<file path="src/rtl/basilisk_writeback.sv">
// -----------------------------------------------------------------------------
// basilisk_writeback
//   Consumer end of the basilisk FPU result streams. Four producers (mult, add,
//   sqrt, divide) each offer one result per cycle on a valid/ready stream. One
//   producer is granted per cycle, round-robin. The granted result is rounded to
//   IEEE-754 single and written through the single FP register-file write port.
//   The register file never stalls, so the granted source is always accepted
//   in the same cycle.
//
//   Result payload (basilisk_result_t, 35 bits):
//     [34]    sign
//     [33:26] biased exponent
//     [25:3]  23-bit fraction
//     [2:0]   guard, round, sticky
//
// Parameters
//   OUTPUT_REGISTER_MODE  0: wb_* come from stage 1 through the rounder (latency 1)
//                         1: rounded result is registered in stage 2 (latency 2)
//
// Ports
//   clk, rst                     clock, async active-high reset
//   <src>_result_command_valid   producer has a result
//   <src>_result_command_ready   producer's result is taken this cycle
//   <src>_result_command_dest_reg_addr  destination f-register
//   <src>_result_command_result  unrounded result payload
//     <src> = mult (0), add (1), sqrt (2), divide (3)
//   wb_enable   single-cycle register-file write strobe
//   wb_addr     destination register
//   wb_data     rounded single-precision value
//   wb_source   index of the producing unit
// -----------------------------------------------------------------------------
module basilisk_writeback #(
  parameter int OUTPUT_REGISTER_MODE = 1
) (
  input  logic        clk,
  input  logic        rst,
  input  logic        mult_result_command_valid,
  output logic        mult_result_command_ready,
  input  logic [4:0]  mult_result_command_dest_reg_addr,
  input  logic [34:0] mult_result_command_result,
  input  logic        add_result_command_valid,
  output logic        add_result_command_ready,
  input  logic [4:0]  add_result_command_dest_reg_addr,
  input  logic [34:0] add_result_command_result,
  input  logic        sqrt_result_command_valid,
  output logic        sqrt_result_command_ready,
  input  logic [4:0]  sqrt_result_command_dest_reg_addr,
  input  logic [34:0] sqrt_result_command_result,
  input  logic        divide_result_command_valid,
  output logic        divide_result_command_ready,
  input  logic [4:0]  divide_result_command_dest_reg_addr,
  input  logic [34:0] divide_result_command_result,
  output logic        wb_enable,
  output logic [4:0]  wb_addr,
  output logic [31:0] wb_data,
  output logic [1:0]  wb_source
);

  // Round to nearest, ties to even. Adding the increment across {exponent,
  // fraction} lets a fraction carry bump the exponent, and a carry out of
  // exponent 254 lands exactly on infinity. Inf/NaN pass through untouched.
  function automatic logic [31:0] fpu_operations_round(input logic [34:0] r);
    logic        inc;
    logic [30:0] mag;
    inc = 1'b0;
    mag = {r[33:26], r[25:3]};
    if (r[33:26] != 8'hFF) begin
      inc = r[2] & (r[1] | r[0] | r[3]);
      mag = {r[33:26], r[25:3]} + {30'd0, inc};
    end else begin
      inc = 1'b0;
    end
    return {r[34], mag};
  endfunction

  logic [3:0]  valid_s;
  logic [4:0]  dest_s   [4];
  logic [34:0] result_s [4];
  logic [3:0]  ready_s;
  logic [1:0]  ptr_r;
  logic [1:0]  cand_s;
  logic [1:0]  grant_idx_s;
  logic        grant_any_s;

  logic        s1_valid_r;
  logic [4:0]  s1_dest_r;
  logic [34:0] s1_result_r;
  logic [1:0]  s1_src_r;

  assign valid_s     = {divide_result_command_valid, sqrt_result_command_valid,
                        add_result_command_valid, mult_result_command_valid};
  assign dest_s[0]   = mult_result_command_dest_reg_addr;
  assign dest_s[1]   = add_result_command_dest_reg_addr;
  assign dest_s[2]   = sqrt_result_command_dest_reg_addr;
  assign dest_s[3]   = divide_result_command_dest_reg_addr;
  assign result_s[0] = mult_result_command_result;
  assign result_s[1] = add_result_command_result;
  assign result_s[2] = sqrt_result_command_result;
  assign result_s[3] = divide_result_command_result;

  // Round-robin search: first valid source at or after the pointer, wrapping 3->0.
  always_comb begin
    grant_any_s = 1'b0;
    grant_idx_s = ptr_r;
    cand_s      = ptr_r;
    for (int i = 0; i < 4; i++) begin
      cand_s = ptr_r + 2'(i);
      if (!grant_any_s && valid_s[cand_s]) begin
        grant_any_s = 1'b1;
        grant_idx_s = cand_s;
      end else begin
      end
    end
  end

  // One-hot ready on the granted source only.
  always_comb begin
    if (grant_any_s) begin
      ready_s = 4'b0001 << grant_idx_s;
    end else begin
      ready_s = 4'b0000;
    end
  end

  assign mult_result_command_ready   = ready_s[0];
  assign add_result_command_ready    = ready_s[1];
  assign sqrt_result_command_ready   = ready_s[2];
  assign divide_result_command_ready = ready_s[3];

  // Pointer moves past the source just served; holds when nothing is valid.
  always_ff @(posedge clk or posedge rst) begin
    if (rst) begin
      ptr_r <= 2'd0;
    end else if (grant_any_s) begin
      ptr_r <= grant_idx_s + 2'd1;
    end else begin
      ptr_r <= ptr_r;
    end
  end

  // Stage 1: valid every cycle, payload only on a transfer so it holds otherwise.
  always_ff @(posedge clk or posedge rst) begin
    if (rst) begin
      s1_valid_r  <= 1'b0;
      s1_dest_r   <= 5'd0;
      s1_result_r <= 35'd0;
      s1_src_r    <= 2'd0;
    end else begin
      s1_valid_r <= grant_any_s;
      if (grant_any_s) begin
        s1_dest_r   <= dest_s[grant_idx_s];
        s1_result_r <= result_s[grant_idx_s];
        s1_src_r    <= grant_idx_s;
      end else begin
        s1_dest_r   <= s1_dest_r;
        s1_result_r <= s1_result_r;
        s1_src_r    <= s1_src_r;
      end
    end
  end

  generate
    if (OUTPUT_REGISTER_MODE != 0) begin : g_out_reg
      logic        s2_valid_r;
      logic [4:0]  s2_dest_r;
      logic [31:0] s2_data_r;
      logic [1:0]  s2_src_r;

      // Stage 2: registered rounded result; payload holds between writes.
      always_ff @(posedge clk or posedge rst) begin
        if (rst) begin
          s2_valid_r <= 1'b0;
          s2_dest_r  <= 5'd0;
          s2_data_r  <= 32'd0;
          s2_src_r   <= 2'd0;
        end else begin
          s2_valid_r <= s1_valid_r;
          if (s1_valid_r) begin
            s2_dest_r <= s1_dest_r;
            s2_data_r <= fpu_operations_round(s1_result_r);
            s2_src_r  <= s1_src_r;
          end else begin
            s2_dest_r <= s2_dest_r;
            s2_data_r <= s2_data_r;
            s2_src_r  <= s2_src_r;
          end
        end
      end

      assign wb_enable = s2_valid_r;
      assign wb_addr   = s2_dest_r;
      assign wb_data   = s2_data_r;
      assign wb_source = s2_src_r;
    end else begin : g_out_comb
      // Stage 1 payload already holds between transfers, and rounding a reset
      // payload of zero gives zero, so the outputs behave as registered ones.
      assign wb_enable = s1_valid_r;
      assign wb_addr   = s1_dest_r;
      assign wb_data   = fpu_operations_round(s1_result_r);
      assign wb_source = s1_src_r;
    end
  endgenerate

endmodule

</file>
<file path="config.mk">
export PLATFORM = sky130hd
export DESIGN_NAME = basilisk_writeback
export DESIGN_NICKNAME = d
export VERILOG_FILES = /design/src/rtl/basilisk_writeback.sv
export SDC_FILE = /design/constraint.sdc
export NUM_CORES = 1
export LEC_CHECK = 0
export BUFFER_PORTS_ARGS = -buffer_cell sky130_fd_sc_hd__buf_4
export CORE_MARGIN = 3
export CORE_UTILIZATION = 40
export DETAILED_ROUTE_END_ITERATION = 10
export HOLD_SLACK_MARGIN = 0.02
export PLACE_DENSITY = 0.7
export SYNTH_ARGS = -nofsm -noshare
export SYNTH_HDL_FRONTEND = slang
export SYNTH_SLANG_ARGS = --single-unit
</file>
<file path="constraint.sdc">
create_clock -name clk -period 2.1 [get_ports clk]
set_clock_uncertainty 0.1 [all_clocks]
set_input_delay 0 -clock clk [delete_from_list [all_inputs] [get_ports clk]]
set_output_delay 0 -clock clk [all_outputs]
set_load 0.05 [all_outputs]
</file>
==> reports/results.ini <==
[sta]
worst-slew-pin-transition_ns = 0.529
setup_ws_ns = -0.0644
setup_tns_ns = -0.0644
setup_violations = 1
layout_worst_path_cycle_share_pct = 103
worst_slew_margin_rel_pct = 64.6
final_critical_delay_including_setup_and_external_delays_ns = 2.16
finalMaxSlewViolations = 0
finalHoldViolations = 0
highest_clock_rate_mhz = 462

[logic_synthesis]
synth_fp_nets = 793
synth_top_flop_cell = sky130_fd_sc_hd__dfrtp_1
synthesis.instances = 626
ys_types = 62
post-synth-top-area-fraction_pct = 38.4
synth_edf_count = 0
yosysWarningCount = 0
syn_area_per_cell_sq_um = 8.84
leading_post_synthesis_cells_by_cell_area = sky130_fd_sc_hd__dfrtp_1 38%, sky130_fd_sc_hd__nor2_1 5.5%, sky130_fd_sc_hd__a211oi_1 4.5%, sky130_fd_sc_hd__o21ai_0 4.0%, sky130_fd_sc_hd__mux2i_1 3.8%
ys_async_sr_fraction_pct = 100
synth-seq-cells = 85
syn_area_sq_um = 5540
ys_seq_area_share_pct = 38.4
synth_largest_area_cell = sky130_fd_sc_hd__dfrtp_1

[job]
max_cap_violations = 0

[setup_path]
timing.critical_path.arrival_ns = 2.28
nature_of_the_critical_path_startpoint = register
critPathMostFrequentCell = sky130_fd_sc_hd__buf_12
path_buf_inv = 3
timing.critical_path.cells = and2b_2 > buf_4 > o21ai_4 > nand3_4 > buf_12 > buf_12 > mux2i_1 > a211oi_1
largest_stage_delay_worst_path_ns = 0.39
critPathCaptureType = register
timing.critical_path.required_ns = 2.22
worst-setup-path-type = register to register
critical_path.top_delay_family = compound AO/OA/AOI/OAI gates
critical_path_fanout_max = 17
critical_path.slowest_cell = sky130_fd_sc_hd__a211oi_1

[run_status]
violations = negative setup slack
status = finished, violations left

[drt]
final_ant_viol_nets = 0
totalWireLength_um = 24400
avgViaCountPerCell = 5.88
detailedRoute.firstIterationViolations = 678
drc_errors = 0
post_drt_wl_per_cell_um = 20.7
vias = 6953
drt_pass1_iterations = 5

[floorplanning]
pin_count = 210
floorplan.rows = 42
die_area_sq_um = 15300
die_width_um = 124
start_util_pct = 41.3
die_height_um = 124
floorplan.core_area_sq_um = 13400

[placed_design]
gp_routability_congestion = 0.914
placement.cell_area_sq_um = 7680
detailedPlace.worstSlack_ns = -0.0355
place.port_buffers = 209
detailed_place_hpwl_um = 16000
placed_instances = 1017

[finish]
multi_input_comb_area_sq_um = 3280
finalInstanceArea_sq_um = 9600
fillCellCount = 981
fin_cells = 1183
post_route_cells_drive_above_1_share_pct = 36.1
fin_nets = 1166
post_layout_util_pct = 71.6
layout.area.seq_sq_um = 2130
area.growth.synth_to_final_pct = 73.3

[pwr]
power_report.internal_total_mw = 6.42
comb_power_share_pct = 58.8
worst_ir_drop_on_vdd_v = 0.000695
power.static_leakage_nw = 4.17
switching_power_mw = 5.32
clockPowerShare_pct = 15.1
swShare_pct = 45.3
power.density_nw_per_um2 = 1220
power.sequential.fraction_pct = 26.1

[clock_tree]
clock_sink_count = 85
cts_tree = yes
htreeDepth = 3
ctsLongestPathBuffers = 2
later_pin_clock_latency_in_the_skew_report_ns = 0.35
cts-buffers-inserted = 9
ctsRootBufferMaster = sky130_fd_sc_hd__clkbuf_16
cts.clk_slew.worst_paths_ns = 0.07

[grt]
vias_in_the_first_global_route = 6958
grt.busiest_layer = met2
grt.overflow.total = 0
largest_net_degree_at_the_start_of_global_routing = 86
wire_length_of_the_first_global_routing_pass_um = 37000
grt_usage_pct = 31.4
groute.layer.met1.usage_pct = 38.8
grt_util_met3_pct = 5.68
antenna_found_initial = 2
grt.met2_usage_pct = 52.0

[worst_hold_path]
hold_path_class = input pin to register

[tightest hold or removal path, stage by stage]
cell                      delay (ns)
sky130_fd_sc_hd__buf_4          0.11
sky130_fd_sc_hd__o31ai_1        0.06
sky130_fd_sc_hd__a21bo_2        0.15
sky130_fd_sc_hd__a41oi_1        0.12
[area by class of cell]
| type | count | share of cell area (%) |
|---|---|---|
| diodes | 3 | 0.0782 |
| clock buffers | 13 | 2.71 |
| clock inverters | 3 | 0.717 |
| flip-flops and latches | 85 | 22.2 |
| inverters | 8 | 0.352 |
| multi-input cells | 478 | 34.2 |
| repair buffers | 417 | 37.5 |
| well taps | 176 | 2.29 |
[cell families after synthesis]
group	Yosys count	synth area share, %
compound gates	209	26.1
xor+xnor	23	3.64
fa+ha+maj	1	0.226
buf+inv	63	4.68
flops	85	38.4
mux	29	5.42
simple gates	216	21.5
[flip-flops by register name, indices dropped and copies added (netlist names)]
| name | flops |
|---|---|
| s1_dest_r | 5 |
| ptr_r | 2 |
| wb_source | 2 |
| s1_valid_r | 1 |
| wb_data | 32 |
| wb_enable | 1 |
| s1_src_r | 2 |
| s1_result_r | 35 |
| wb_addr | 5 |
[power by group through the flow]
stage                     combinational (mW)  sequential (mW)  clock (mW)
final                                   6.91             3.06        1.77
after detailed placement                6.29             3.06           0
after floorplan                         2.51             4.34           0
after CTS                               6.53             3.04        1.79
after global placement                  6.26             3.02           0
after global routing                    7.30             3.15        1.87
[stage by stage]
step | hold slack [ns] | total power [mW]
after floorplan | 0.0610 | 6.85
after global placement | 0.0629 | 9.27
after detailed placement | 0.0679 | 9.35
after CTS | 0.0209 | 11.4
after global routing | 0.0446 | 12.3
final | 0.0327 | 11.7
[path summary, 6_finish.rpt]
kind / endpoint / depth (start not counted) / slack (ns) / startpoint
worst max-delay path: s1_result_r[32] / 8 / -0.06 / ptr_r[0]
worst min-delay path: s1_result_r[23] / 4 / 0.03 / mult_result_command_result[23]
worst max register to register: s1_result_r[32] / 8 / -0.06 / ptr_r[0]
worst min register to register: s1_src_r[0] / 2 / 0.40 / s1_src_r[0]
max in group asynchronous: ptr_r[1] / 4 / 1.28 / rst
min in group asynchronous: wb_data[30] / 4 / 0.20 / rst
[per-layer routing]
metal,share of wire (%),vias to the layer above
met5,0,-
met4,5.3,0
met3,7.5,105
met2,49,403
met1,38,3325
li1,-,3120
[layout by cell type, fill, tap and decap left out, drive strengths merged, types with 3 or more instances in the layout]
cell / n
xnor2: 15
a31oi: 8
nor4: 11
a211oi: 33
dfrtp: 85
a21bo: 19
nand3: 18
and3: 3
clkbuf: 14
mux2: 8
a21o: 6
nand4: 31
a41oi: 20
inv: 7
nor2b: 5
nor3: 7
o31ai: 25
or2: 4
dlygate4sd3: 137
nand2: 19
and2: 5
buf: 279
xor2: 8
mux2i: 21
a21oi: 33
o21ai: 47
and4: 21
nor2: 82
diode: 3
[synthesized netlist by cell type (5+ instances only)]
| master | number |
|---|---|
| sky130_fd_sc_hd__dfrtp_1 | 85 |
| sky130_fd_sc_hd__nor2_1 | 81 |
| sky130_fd_sc_hd__o21ai_0 | 44 |
| sky130_fd_sc_hd__clkbuf_1 | 40 |
| sky130_fd_sc_hd__a211oi_1 | 33 |
| sky130_fd_sc_hd__a21oi_1 | 33 |
| sky130_fd_sc_hd__nand4_1 | 30 |
| sky130_fd_sc_hd__o31ai_1 | 25 |
| sky130_fd_sc_hd__mux2i_1 | 21 |
| sky130_fd_sc_hd__a41oi_1 | 20 |
| sky130_fd_sc_hd__and4_1 | 20 |
| sky130_fd_sc_hd__a21bo_2 | 19 |
| sky130_fd_sc_hd__nand2_1 | 19 |
| sky130_fd_sc_hd__nand3_1 | 17 |
| sky130_fd_sc_hd__xnor2_1 | 15 |
| sky130_fd_sc_hd__buf_2 | 9 |
| sky130_fd_sc_hd__a31oi_1 | 8 |
| sky130_fd_sc_hd__mux2_2 | 8 |
| sky130_fd_sc_hd__nor4_1 | 8 |
| sky130_fd_sc_hd__xor2_1 | 8 |
| sky130_fd_sc_hd__inv_1 | 7 |
| sky130_fd_sc_hd__a21o_1 | 6 |
| sky130_fd_sc_hd__nor3_1 | 6 |
| sky130_fd_sc_hd__and2_1 | 5 |
| sky130_fd_sc_hd__nor2b_1 | 5 |
[repair_timing]
item	CTS	global route
hold endpoints to repair	126	0
gates resized for setup	4	20
hold buffers	137	0
setup buffers	0	9
endpoints found under the setup margin	11	49
pin swaps	1	2
cloned	0	1
(Power assumes the default switching activity.)
